File: src/rtl/if_fetch.sv
// Instruction-fetch stage: owns the PC, drives the instruction SRAM handshake and
// applies delayed-branch redirects from ID. Optional feature macro: IF_ADEL_EN.
module if_fetch #(
  parameter logic [31:0] RESET_PC = 32'hBFC0_0000,
  parameter int unsigned STALL_W  = 6,
  parameter int unsigned BR_W     = 33
) (
  input  logic               clk,
  input  logic               rst_n,
  input  logic [STALL_W-1:0] stall,
  input  logic [BR_W-1:0]    br_bus,
  output logic [32:0]        if_to_id_bus,
  output logic [31:0]        if_inst,
  output logic               stallreq,
  output logic               inst_sram_req,
  output logic [31:0]        inst_sram_addr,
  input  logic               inst_sram_addr_ok,
  input  logic               inst_sram_data_ok,
  input  logic [31:0]        inst_sram_rdata
`ifdef IF_ADEL_EN
  ,
  output logic               if_adel
`endif
);

  localparam int unsigned AW = 32;

  typedef enum logic [1:0] {
    S_IDLE,
    S_REQ,
    S_WAIT,
    S_HOLD
  } state_e;

  state_e        state_q;
  logic [AW-1:0] fetch_addr_q;
  logic [AW-1:0] next_pc_q;
  logic [AW-1:0] pc_q;
  logic [31:0]   inst_buf_q;
  logic [31:0]   inst_q;
  logic          ce_q;
  logic          req_q;
  logic          stallreq_q;
  logic          br_pend_q;
  logic [AW-1:0] br_target_q;

  logic          br_e;
  logic [AW-1:0] br_addr;
  logic          consume;
  logic          launch;
  logic [AW-1:0] seq_pc_d;
  logic [AW-1:0] launch_pc;
  logic [AW-1:0] fetch_pc;
  logic          skip_req;

  assign br_e    = br_bus[BR_W-1];
  assign br_addr = br_bus[AW-1:0];

  // A branch seen in the consuming cycle belongs to the delay slot being handed over.
  always_comb begin
    consume = (state_q == S_HOLD) && !stall[1];
    if (consume && br_e) begin
      seq_pc_d = br_addr;
    end else if (br_pend_q) begin
      seq_pc_d = br_target_q;
    end else begin
      seq_pc_d = fetch_addr_q + 32'd4;
    end
    launch    = !stall[0] && ((state_q == S_IDLE) || consume);
    launch_pc = (state_q == S_IDLE) ? next_pc_q : seq_pc_d;
  end

`ifdef IF_ADEL_EN
  logic unused_bits;
  logic adel_buf_q;
  logic adel_q;

  assign unused_bits = ^stall[STALL_W-1:2];
  assign skip_req    = (launch_pc[1:0] != 2'b00);
  assign fetch_pc    = launch_pc;
  assign if_adel     = adel_q;

  // Misaligned fetches bypass the SRAM and deliver a flagged nop.
  always_ff @(posedge clk or negedge rst_n) begin
    if (!rst_n) begin
      adel_buf_q <= 1'b0;
      adel_q     <= 1'b0;
    end else begin
      adel_q <= consume ? adel_buf_q : 1'b0;
      if (launch) begin
        adel_buf_q <= skip_req;
      end
    end
  end
`else
  logic unused_bits;

  assign unused_bits = ^{stall[STALL_W-1:2], launch_pc[1:0]};
  assign skip_req    = 1'b0;
  assign fetch_pc    = {launch_pc[AW-1:2], 2'b00};
`endif

  always_ff @(posedge clk or negedge rst_n) begin
    if (!rst_n) begin
      state_q      <= S_IDLE;
      fetch_addr_q <= '0;
      next_pc_q    <= RESET_PC;
      pc_q         <= RESET_PC - 32'd4;
      inst_buf_q   <= '0;
      inst_q       <= '0;
      ce_q         <= 1'b0;
      req_q        <= 1'b0;
      stallreq_q   <= 1'b0;
      br_pend_q    <= 1'b0;
      br_target_q  <= '0;
    end else begin
      ce_q   <= 1'b0;
      inst_q <= '0;

      if (br_e && !consume) begin
        br_pend_q   <= 1'b1;
        br_target_q <= br_addr;
      end else if (consume) begin
        br_pend_q <= 1'b0;
      end

      case (state_q)
        S_IDLE: begin
        end
        S_REQ: begin
          if (inst_sram_addr_ok) begin
            state_q <= S_WAIT;
            req_q   <= 1'b0;
          end
        end
        S_WAIT: begin
          if (inst_sram_data_ok) begin
            inst_buf_q <= inst_sram_rdata;
            state_q    <= S_HOLD;
            stallreq_q <= 1'b0;
          end
        end
        S_HOLD: begin
          if (consume) begin
            ce_q      <= 1'b1;
            pc_q      <= fetch_addr_q;
            inst_q    <= inst_buf_q;
            next_pc_q <= seq_pc_d;
            state_q   <= S_IDLE;
          end
        end
        default: state_q <= S_IDLE;
      endcase

      // Start the next fetch; overrides the IDLE fall-back chosen above.
      if (launch) begin
        fetch_addr_q <= fetch_pc;
        if (skip_req) begin
          state_q    <= S_HOLD;
          inst_buf_q <= '0;
        end else begin
          state_q    <= S_REQ;
          req_q      <= 1'b1;
          stallreq_q <= 1'b1;
        end
      end
    end
  end

  assign if_to_id_bus   = {ce_q, pc_q};
  assign if_inst        = inst_q;
  assign stallreq       = stallreq_q;
  assign inst_sram_req  = req_q;
  assign inst_sram_addr = {fetch_addr_q[AW-1:2], 2'b00};

endmodule

File: config.mk
export PLATFORM = sky130hd
export DESIGN_NAME = if_fetch
export DESIGN_NICKNAME = d
export VERILOG_FILES = /design/src/rtl/if_fetch.sv
export SDC_FILE = /design/constraint.sdc
export NUM_CORES = 1
export LEC_CHECK = 0
export ABC_AREA = 1
export BUFFER_PORTS_ARGS = -buffer_cell sky130_fd_sc_hd__buf_2
export CORE_MARGIN = 10
export CORE_UTILIZATION = 44
export CTS_BUF_LIST = sky130_fd_sc_hd__clkbuf_2 sky130_fd_sc_hd__clkbuf_4 sky130_fd_sc_hd__clkbuf_8
export DETAILED_ROUTE_END_ITERATION = 10
export PLACE_DENSITY = 0.7
export SLEW_MARGIN = 10
export SYNTH_ARGS = -nofsm -noshare
export SYNTH_HDL_FRONTEND = slang
export SYNTH_SLANG_ARGS = --single-unit
File: constraint.sdc
create_clock -name clk -period 1.65 [get_ports clk]
set_input_delay 0.33 -clock clk [delete_from_list [all_inputs] [get_ports clk]]
set_output_delay 0.33 -clock clk [all_outputs]
set_load 0.01 [all_outputs]
## Word level (Yosys, flattened, before mapping)

Cells that the tools add are included.

- Bits in registers: 194
- Input port bits: 75
- Output and inout bits: 99
- Word-level logic and storage cells: 58

- Add/subtract/negate cells: 1
- Equal/unequal tests: 6
- Muxes and demuxes: 20
- Reductions and logical operators: 20

Operator list:

| kind | count |
|---|---|
| $mux 32 | 5 |
| $add 32x3->32 const B | 1 |
| $mux 1 | 10 |
| $reduce_bool 2->1 | 5 |
| $ne 3x3->1 const B | 3 |
| $mux 2 | 4 |
| $reduce_and 2->1 | 4 |
| $pmux 2 s3 | 1 |
| $eq 2x2->1 const B | 2 |
| $logic_and 1x1->1 | 4 |
| $reduce_and 4->1 | 1 |
| $reduce_bool 4->1 | 1 |
| $logic_not 1->1 | 3 |
| $eq 2x1->1 const B | 1 |
| $logic_not 2->1 | 1 |
| $logic_or 1x1->1 | 1 |

## Depth between registers and ports, before layout

Gate-level depths: netlist (run 1).

- Depth in word-level cells: 6
- Mapped depth: 12

## Worst setup path before layout (run 1)

No wires, ideal clock.

- Path type: reg-to-reg
- Start point: register state_q[0]
- End point: register br_target_q[28]
- Arrival: 1.527 ns
- Data required time: 1.525 ns
- Setup slack: -0.002 ns
- Stages on the path, launching flop included: 9
- Path buffers: 2
- Period minus slack after synthesis: 1.652 ns
- Cells stage by stage: dfrtp_1 > ha_1 > inv_1 > nor2_4 > inv_4 > nand2_1 > buf_4 > buf_4 > mux2_2

- Longest elaborated chain between the ends: 4

RTL lines:

| what | RTL line | RTL |
|---|---|---|
| start: declaration | 35 | `state_e state_q;` |
| start signal: assignment | 105 | `state_q <= S_IDLE;` |
| start signal: assignment | 132 | `state_q <= S_WAIT;` |
| start signal: assignment | 139 | `state_q <= S_HOLD;` |
| $eq 2x2->1 | 61 | `consume = (state_q == S_HOLD) && !stall[1];` |
| $logic_and 1x1->1 | 61 |  |
| $logic_not 1->1 | 120 | `if (br_e && !consume) begin` |
| $logic_and 1x1->1 | 120 |  |
| end signal: assignment | 122 | `br_target_q <= br_addr;` |
| end: declaration | 45 | `logic [AW-1:0] br_target_q;` |

No other way between the ends.
A chain may end at the register's enable or synchronous reset.

## Worst setup path in the final report (run 1)

- Start point: register fetch_addr_q[2]
- End point: register fetch_addr_q[26]

- Longest elaborated chain between the ends: 4

RTL lines:

| what | RTL line | RTL |
|---|---|---|
| start: declaration | 36 | `logic [AW-1:0] fetch_addr_q;` |
| start signal: assignment | 157 | `fetch_addr_q <= fetch_pc;` |
| $add 32x3->32 | 67 | `seq_pc_d = fetch_addr_q + 32'd4;` |
| $mux 32 | 64 | `end else if (br_pend_q) begin` |
| $mux 32 | 62 | `if (consume && br_e) begin` |
| $mux 32 | 70 | `launch_pc = (state_q == S_IDLE) ? next_pc_q : seq_pc_d;` |

No other way between the ends.

==> flow_summary.rst, run 1 <==
.. list-table::
   :header-rows: 1

   * - Metric
     - Value
   * - Register share of total power
     - a little under two fifths
   * - Most area-hungry cell type in the Yosys netlist
     - sky130_fd_sc_hd__dfrtp_1
   * - Status
     - finished, violations left
   * - Library cell with the highest instance count after synthesis
     - sky130_fd_sc_hd__nand2_1
   * - Die Outline Area
     - around 26000 µm²
   * - Endpoint kind of the worst setup timing path
     - flop
   * - Placed insts
     - between 1500 and 2000
   * - Count of buffers inserted at the top-level ports
     - 163
   * - Total net switching power
     - 8.46 mW
   * - Gate count of the mapped netlist
     - between 1000 and 1500
   * - Final cycle utilization of the critical path
     - 107%
   * - Ratio of cells with drive above 1 in the final layout
     - 33.7%
   * - CTS tree
     - yes
   * - Most frequent cells after synthesis
     - 294 x sky130_fd_sc_hd__nand2_1, 153 x sky130_fd_sc_hd__dfrtp_1, 129 x sky130_fd_sc_hd__nor2_1
   * - Violation count after the first detailed-route iteration
     - 450
   * - Number of buffers created by CTS
     - 17
   * - Total number of yosys warnings
     - 0
   * - Signal arrival time at the worst endpoint
     - 2150 ps
   * - Total via count after detailed routing
     - 7863
   * - Worst EP required
     - 2030 ps
   * - Fin. max-slew vios
     - 0
   * - Count of placed standard cells in the final layout, fillers left out
     - around 1600
   * - Crit path kind
     - reg -> reg
   * - Row count
     - 51
   * - Power Internal
     - 11.9 mW
   * - Mapped Area
     - 8850 µm²
   * - Clock slew at the register clock pins of the worst setup and hold paths
     - 110 ps
   * - PD cells
     - 1750 nW/µm²
   * - Maximum clock path buffer count
     - 2
   * - Floorplan die height
     - ~160 µm
   * - Setup repair after global routing missed its margin
     - yes
   * - Violations in the final reports
     - negative setup slack
   * - Standby leakage power
     - 5.87 nW
   * - Peak ir drop on the vdd network
     - approximately 670 µV
   * - Sw Share
     - 41.6%
   * - Portion of total power attributed to combinational logic
     - 46.3%
   * - Number of sinks handled by clock tree synthesis
     - 190
   * - Clock Power Share
     - 15.6%
   * - WL final
     - 25200 µm
   * - Post-route cell area
     - 11600 µm²
   * - Setup violation total in the final timing report
     - 51
   * - Max-cap violations
     - 0
   * - Overall track demand over capacity in global routing
     - approximately 18%
   * - Main synth FF type
     - sky130_fd_sc_hd__dfrtp_1
   * - Vias in the first global route
     - 7584
   * - Effective utilization at floorplan
     - 45.0%
   * - Hold Violations, Final
     - 0
   * - Die Width
     - 162 µm
   * - Detail-routed via count per cell
     - 4.97
   * - Initial antenna violation count
     - 5
   * - Peak clock frequency supported by timing
     - roughly 570 MHz
   * - First-pass iteration count of the detailed router
     - 7
   * - Proportion of register bits with asynchronous set or reset after synthesis
     - 100%
   * - Count of distinct cell types in the synthesized netlist
     - 33
   * - Total design power
     - ~20 mW
   * - Number of enable-type register cells in the synthesized netlist
     - 0
   * - Placed Instance Area
     - 10500 µm²
   * - Minimum hold slack
     - 53.0 ps
   * - Latest clock arrival within the worst-skew pair
     - 470 ps
   * - Crit-path max FO
     - 6
   * - Estimated wirelength of the detail-placed design
     - 17700 µm
   * - Final estimated routing congestion in global placement
     - 0.892
   * - Root cell of the clock tree
     - sky130_fd_sc_hd__clkbuf_8
   * - Largest clock skew in the final design
     - 13.7 ps
   * - Placeable core region
     - around 20000 µm²
   * - Total congestion overflow
     - 0
   * - Number of flip-flops and latches in the synthesized netlist
     - 190
   * - Sequential fraction of the synthesis area
     - about 54%
   * - Layout overhead on the synthesized area
     - 31.1%
   * - Post-detailed-route DRC marker count
     - 0
   * - # nets final
     - 1383
   * - DP Worst Slack
     - -96.8 ps
   * - Period minus WS final
     - roughly 1800 ps
   * - Global-route wire length before repair
     - 38900 µm
   * - Detail-routed net length per standard cell
     - 16.0 µm
   * - Cell types with the largest area share after synthesis
     - sky130_fd_sc_hd__dfrtp_1 43%, sky130_fd_sc_hd__nand2_1 12%, sky130_fd_sc_hd__dfstp_2 11%, sky130_fd_sc_hd__o21ai_0 6.7%, sky130_fd_sc_hd__nor2_1 5.5%
   * - Area fraction of the dominant cell type after synthesis
     - a little over two fifths
   * - Boundary Pins
     - 174
   * - Type of element launching the critical path
     - flop
   * - Class of the worst hold path
     - in -> reg
   * - # H-tree levels
     - 4
   * - Pin count of the biggest net entering global routing
     - 55
   * - Synthesized area per cell
     - 8.27 µm²
   * - Number of nets with antenna violations after detailed routing
     - 0
   * - Final WS setup
     - -116 ps
## cell usage in the layout (no fill, tap or decap), drive strengths merged, types with 2 or more instances in the layout
cell,n
nand3b,2
o21bai,3
o21ai,124
xor2,3
nand3,65
inv,114
nand2,301
and2,3
clkbuf,20
ha,6
conb,4
a31oi,20
dfstp,37
o211ai,3
dfrtp,153
buf,261
clkinv,9
o22ai,3
nor2,141
diode,2
a21oi,16
mux2,22
## worst max-delay path, stage by stage (launching register included)
cell,delay (ps)
sky130_fd_sc_hd__dfrtp_1,370
sky130_fd_sc_hd__ha_2,190
sky130_fd_sc_hd__nand2_2,80
sky130_fd_sc_hd__nor2_4,200
sky130_fd_sc_hd__nand2_4,130
sky130_fd_sc_hd__nor2_4,210
sky130_fd_sc_hd__nand2_1,90
sky130_fd_sc_hd__nand2_1,70
sky130_fd_sc_hd__nand3_2,90
sky130_fd_sc_hd__nand2_2,90
sky130_fd_sc_hd__nand3_2,60
sky130_fd_sc_hd__nand2_1,60
sky130_fd_sc_hd__nand2_1,40
## area by class of cell
| cell class | instances | area [µm²] |
|---|---|---|
| Fill cell | 1773 | 8050 |
| Sequential cell | 190 | 4800 |
| Multi-Input combinational cell | 719 | 3760 |
| Timing Repair Buffer | 265 | 1850 |
| Inverter | 109 | 417 |
| Tap cell | 265 | 332 |
| Clock buffer | 17 | 234 |
| Clock inverter | 15 | 193 |
| Antenna cell | 2 | 5.00 |
## worst paths after layout
kind                                        startpoint                      endpoint  slack, ps  cells past startpoint
setup / recovery           fetch_addr_q[2]$_DFFE_PN0P_  fetch_addr_q[26]$_DFFE_PN0P_       -120                     12
hold / removal                     inst_sram_rdata[14]    inst_buf_q[14]$_DFFE_PN0P_         50                      3
setup reg to reg           fetch_addr_q[2]$_DFFE_PN0P_  fetch_addr_q[26]$_DFFE_PN0P_       -120                     12
hold reg to reg              next_pc_q[12]$_DFFE_PN0P_     next_pc_q[12]$_DFFE_PN0P_        490                      2
max in group asynchronous                        rst_n     next_pc_q[29]$_DFFE_PN1P_        610                      3
min in group asynchronous                        rst_n      next_pc_q[9]$_DFFE_PN0P_        370                      2
## kinds of logic after synthesis
kind of cell               after synthesis  synth area share [%]
muxes                                   22                  2.80
adders and majority gates                6                 0.848
AOI/OAI and AO/OA                      172                  10.4
and+or+nand+nor                        512                  23.8
DFF                                    190                  54.2
buffers and inverters                  164                  7.49
other                                    1                0.0424
xor gates and xnor gates                 3                 0.297
## metrics by stage
step | TNS (ps) | util (%)
detailed placement | -656 | 53.3
floorplan | 0 | -
finish | -2340 | 59.0
global placement | -56.9 | 53.3
CTS | -668 | 56.0
global route | -8600 | 59.0
## repair_timing
action	CTS	global route
gates resized for setup	19	121
hold buffers	1	0
endpoints found under the hold margin	28	0
setup endpoints to repair	30	89
cloned	0	3
setup buffers	2	20
pin swaps	13	23
## routing by layer
layer | part of all wire [%] | global-route usage [%]
met2 | 48 | 29.5
met3 | 8.8 | 6.65
met5 | 0.15 | 0
met4 | 1.0 | 4.88
met1 | 42 | 22.6
## power by group through the flow
stage | Clock [mW] | Combinational, mW | Sequential [mW]
4_1_cts | 3.25 | 8.52 | 7.72
6_report | 3.16 | 9.41 | 7.76
2_1_floorplan | 0 | 4.50 | 8.16
3_5_place_dp | 0 | 8.37 | 7.81
5_1_grt | 3.44 | 10.5 | 7.99
3_3_place_gp | 0 | 8.20 | 7.73
## flip-flops by register name, summed over array words and instances, names as in the netlist
| signal | cells |
|---|---|
| if_inst | 32 |
| stallreq | 1 |
| br_target_q | 30 |
| next_pc_q | 30 |
| ce_q | 1 |
| fetch_addr_q | 30 |
| inst_buf_q | 32 |
| state_q | 2 |
| br_pend_q | 1 |
| pc_q | 30 |
| inst_sram_req | 1 |
No activity file was read; power rests on OpenSTA's default activity.
==> run 2: changes to the inputs <==
--- a/config.mk
+++ b/config.mk
@@ -11,7 +11,7 @@
 export CORE_UTILIZATION = 44
 export CTS_BUF_LIST = sky130_fd_sc_hd__clkbuf_2 sky130_fd_sc_hd__clkbuf_4 sky130_fd_sc_hd__clkbuf_8
 export DETAILED_ROUTE_END_ITERATION = 10
-export PLACE_DENSITY = 0.7
+export PLACE_DENSITY = 0.67
 export SLEW_MARGIN = 10
 export SYNTH_ARGS = -nofsm -noshare
 export SYNTH_HDL_FRONTEND = slang
==> constraint.sdc (replaced) <==
create_clock -name clk -period 1.8 [get_ports clk]
set_input_delay 0.36 -clock clk [delete_from_list [all_inputs] [get_ports clk]]
set_output_delay 0.36 -clock clk [all_outputs]
set_load 0.01 [all_outputs]
==> run 2 against run 1 <==
The flow now finishes without violations. Total power fell by 13%. Count of clock-buffer cells in the layout did not move. Cell count fell by 2.8%. Hold slack improved by 13 ps. Highest routed layer unchanged. Critical path type unchanged. Clock power fell by 5%.
==> flow_summary.rst, run 2 (synthesis gave the netlist of run 1 again) <==
.. list-table::
   :header-rows: 1

   * - Metric
     - Value
   * - Status
     - finished clean
   * - Register share of total power
     - 40.7% (+2.5 points)
   * - Die Width
     - 162 µm (unchanged)
   * - Reg-to-reg critical path startpoint
     - fetch_addr_q[3]$_DFFE_PN0P_
   * - Signal arrival time at the worst endpoint
     - 2140 ps (about the same)
   * - # nets final
     - 1337 (-3.3%)
   * - Portion of total power attributed to combinational logic
     - 42.3% (-4.0 points)
   * - Area taken by flip-flops and latches
     - 4810 µm² (+0.10%)
   * - Crit path kind
     - reg -> reg
   * - Hold Violations, Final
     - 0 (unchanged)
   * - Max-cap violations
     - 0 (unchanged)
   * - PD cells
     - 1620 nW/µm² (-7.8%)
   * - Most common cell on crit path
     - sky130_fd_sc_hd__nand2_1
   * - Reg-to-reg endpoint
     - fetch_addr_q[28]$_DFFE_PN0P_
   * - Number of sinks handled by clock tree synthesis
     - 190 (unchanged)
   * - Post-route cell area
     - 11000 µm² (-5.4%)
   * - Clock Power Share
     - 17.0% (+1.4 points)
   * - Class of the worst hold path
     - in -> reg
   * - Die Outline Area
     - 26200 µm² (unchanged)
   * - Standby leakage power
     - 5.48 nW (-6.7%)
   * - Total design power
     - 17.7 mW (-13%)
   * - Type of element launching the critical path
     - flop
   * - Violation count after the first detailed-route iteration
     - 494 (+9.8%)
   * - Final cycle utilization of the critical path
     - 98.2% (-8.8 points)
   * - R2r worst-path depth
     - 12 (unchanged)
   * - Setup repair after global routing missed its margin
     - yes
   * - Initial antenna violation count
     - 6 (+1)
   * - Post-detailed-route DRC marker count
     - 0 (unchanged)
   * - Area used by multi-input combinational logic
     - 3550 µm² (-5.6%)
   * - Startpoint of the tightest hold check path
     - inst_sram_rdata[19]
   * - Total congestion overflow
     - 0 (unchanged)
   * - # H-tree levels
     - 4 (unchanged)
   * - Worst EP required
     - 2170 ps (+140 ps)
   * - Latest clock arrival within the worst-skew pair
     - 490 ps (+20 ps)
   * - Cells traversed along the worst timing path
     - ha_4, nand2_4, nor2_4, nand2_4, nor2_4, nand2_1, nand2_1, nand3_2, nand2_2, nand3_1, nand2_1, nand2_1
   * - Ratio of cells with drive above 1 in the final layout
     - 29.3% (-4.4 points)
   * - Most used cells in the layout excluding fill and tap cells
     - 283 x sky130_fd_sc_hd__nand2_1, 162 x sky130_fd_sc_hd__buf_2, 147 x sky130_fd_sc_hd__dfrtp_1, 123 x sky130_fd_sc_hd__nor2_1, 114 x sky130_fd_sc_hd__o21ai_0
   * - Total via count after detailed routing
     - 7638 (-2.9%)
   * - Placed Instance Area
     - 10200 µm² (-2.4%)
   * - Overall track demand over capacity in global routing
     - 18.7% (+0.42 points)
   * - Detail-routed net length per standard cell
     - 15.8 µm (-0.68%)
   * - Most common library cell in the layout ignoring fill and taps
     - sky130_fd_sc_hd__nand2_1
   * - Global-route wire length before repair
     - 39700 µm (+2.2%)
   * - Clock slew at the register clock pins of the worst setup and hold paths
     - 130 ps (+20 ps)
   * - Pin count of the biggest net entering global routing
     - 74 (+35%)
   * - Layout filler cell count
     - 1850 (+4.3%)
   * - Power Internal
     - 10.2 mW (-14%)
   * - Final estimated routing congestion in global placement
     - 0.846 (-5.2%)
   * - DP Worst Slack
     - 12.3 ps (+109 ps)
   * - Endpoint kind of the worst setup timing path
     - flop
   * - Boundary Pins
     - 174 (unchanged)
   * - First-pass iteration count of the detailed router
     - 5 (-2)
   * - Slowest stage delay, CP
     - 420 ps (+50 ps)
   * - Number of buffers created by CTS
     - 17 (unchanged)
   * - Total net switching power
     - 7.51 mW (-11%)
   * - Largest clock skew in the final design
     - 17.2 ps (+3.43 ps)
   * - Count of buffers inserted at the top-level ports
     - 163 (unchanged)
   * - Effective utilization at floorplan
     - 45.0% (unchanged)
   * - Placeable core region
     - 19700 µm² (unchanged)
   * - Sum of negative setup slack
     - 0 ps (+2340 ps)
   * - Row count
     - 51 (unchanged)
   * - Detail-routed via count per cell
     - 4.97 (about the same)
   * - Slowest stage cell, crit path
     - sky130_fd_sc_hd__dfrtp_1
   * - Period minus WS final
     - 1770 ps (+1.59 ps)
   * - Setup violation total in the final timing report
     - 0 (-100%)
   * - Vias in the first global route
     - 7609 (+0.33%)
   * - R2r setup slk
     - 30 ps (+150 ps)
   * - Layout overhead on the synthesized area
     - 24.0%
   * - Peak clock frequency supported by timing
     - 566 MHz (about the same)
   * - Peak ir drop on the vdd network
     - 809 µV (+21%)
   * - Sw Share
     - 42.3% (+0.68 points)
   * - CTS tree
     - yes
   * - WL final
     - 24400 µm (-3.4%)
   * - Endpoint, Worst Hold
     - inst_buf_q[19]$_DFFE_PN0P_
   * - Floorplan die height
     - 162 µm (unchanged)
   * - Root cell of the clock tree
     - sky130_fd_sc_hd__clkbuf_8
   * - Hold depth
     - 3 (unchanged)
   * - Maximum clock path buffer count
     - 2 (unchanged)
   * - Final WS setup
     - 32.7 ps (+148 ps)
   * - Crit-path max FO
     - 6 (unchanged)
   * - Number of nets with antenna violations after detailed routing
     - 0 (unchanged)
   * - Estimated wirelength of the detail-placed design
     - 17500 µm (-1.2%)
   * - Fin. max-slew vios
     - 0 (unchanged)
run 2: power by group through the flow:
| stage | clock, mW | combinational (mW) | sequential [mW] |
|---|---|---|---|
| 2_1_floorplan | 0 | 4.11 | 7.48 |
| 3_3_place_gp | 0 | 7.11 | 7.19 |
| 6_report | 3.01 | 7.51 | 7.22 |
| 4_1_cts | 3.10 | 7.29 | 7.17 |
| 5_1_grt | 3.26 | 8.54 | 7.44 |
| 3_5_place_dp | 0 | 7.25 | 7.26 |
run 2: area by class of cell:
class                           count  share of cell area, %
Sequential cell                   190                   43.8
Multi-Input combinational cell    719                   32.4
Timing Repair Buffer              219                   12.8
Inverter                          109                   3.75
Tap cell                          265                   3.02
Clock buffer                       17                   2.13
Clock inverter                     15                   2.02
Antenna cell                        4                 0.0912
run 2: worst max path at each step:
stage	to	start	slack [ps]
6_report	fetch_addr_q[28]$_DFFE_PN0P_	fetch_addr_q[3]$_DFFE_PN0P_	30
5_1_grt	fetch_addr_q[30]$_DFFE_PN0P_	fetch_addr_q[2]$_DFFE_PN0P_	-80
4_1_cts	fetch_addr_q[30]$_DFFE_PN0P_	fetch_addr_q[2]$_DFFE_PN0P_	2
3_5_place_dp	fetch_addr_q[28]$_DFFE_PN0P_	fetch_addr_q[2]$_DFFE_PN0P_	10
3_3_place_gp	fetch_addr_q[30]$_DFFE_PN0P_	fetch_addr_q[2]$_DFFE_PN0P_	50
2_1_floorplan	br_target_q[28]$_DFFE_PN0P_	state_q[0]$_DFFE_PN0P_	150
run 2: per-layer routing:
layer / track usage, % / wire (µm) / share of wire, % / up-vias
met2: 29.7 / 11400 / 47 / 240
met1: 24.4 / 10900 / 45 / 3596
met3: 5.36 / 1790 / 7.4 / 31
li1: - / - / - / 3767
met4: 5.09 / 318 / 1.3 / 4
met5: 0 / 27 / 0.11 / -
run 2: what timing repair did:
action,CTS,global route
hold endpoints to repair,22,0
gates cloned,0,0
hold buffers,1,0
pin swaps,1,31
setup endpoints to repair,1,34
buffers inserted,1,11
resized for setup,1,56
run 2: metrics by stage:
step                      hold slack [ps]  std cells  util (%)
after floorplan                      64.4       1073         -
after global placement                345       1489      52.0
after detailed placement              347       1489      52.0
after CTS                            36.0       1523      54.5
after global routing                 58.1       1535      55.8
final                                66.2       1538      55.9
run 2: critical path, delay by kind of cell (launching register included):
family	cells	cell delay, ps
AND/OR/NAND/NOR	11	1070
adder cells (fa/ha/maj)	1	180
flip-flops	1	420
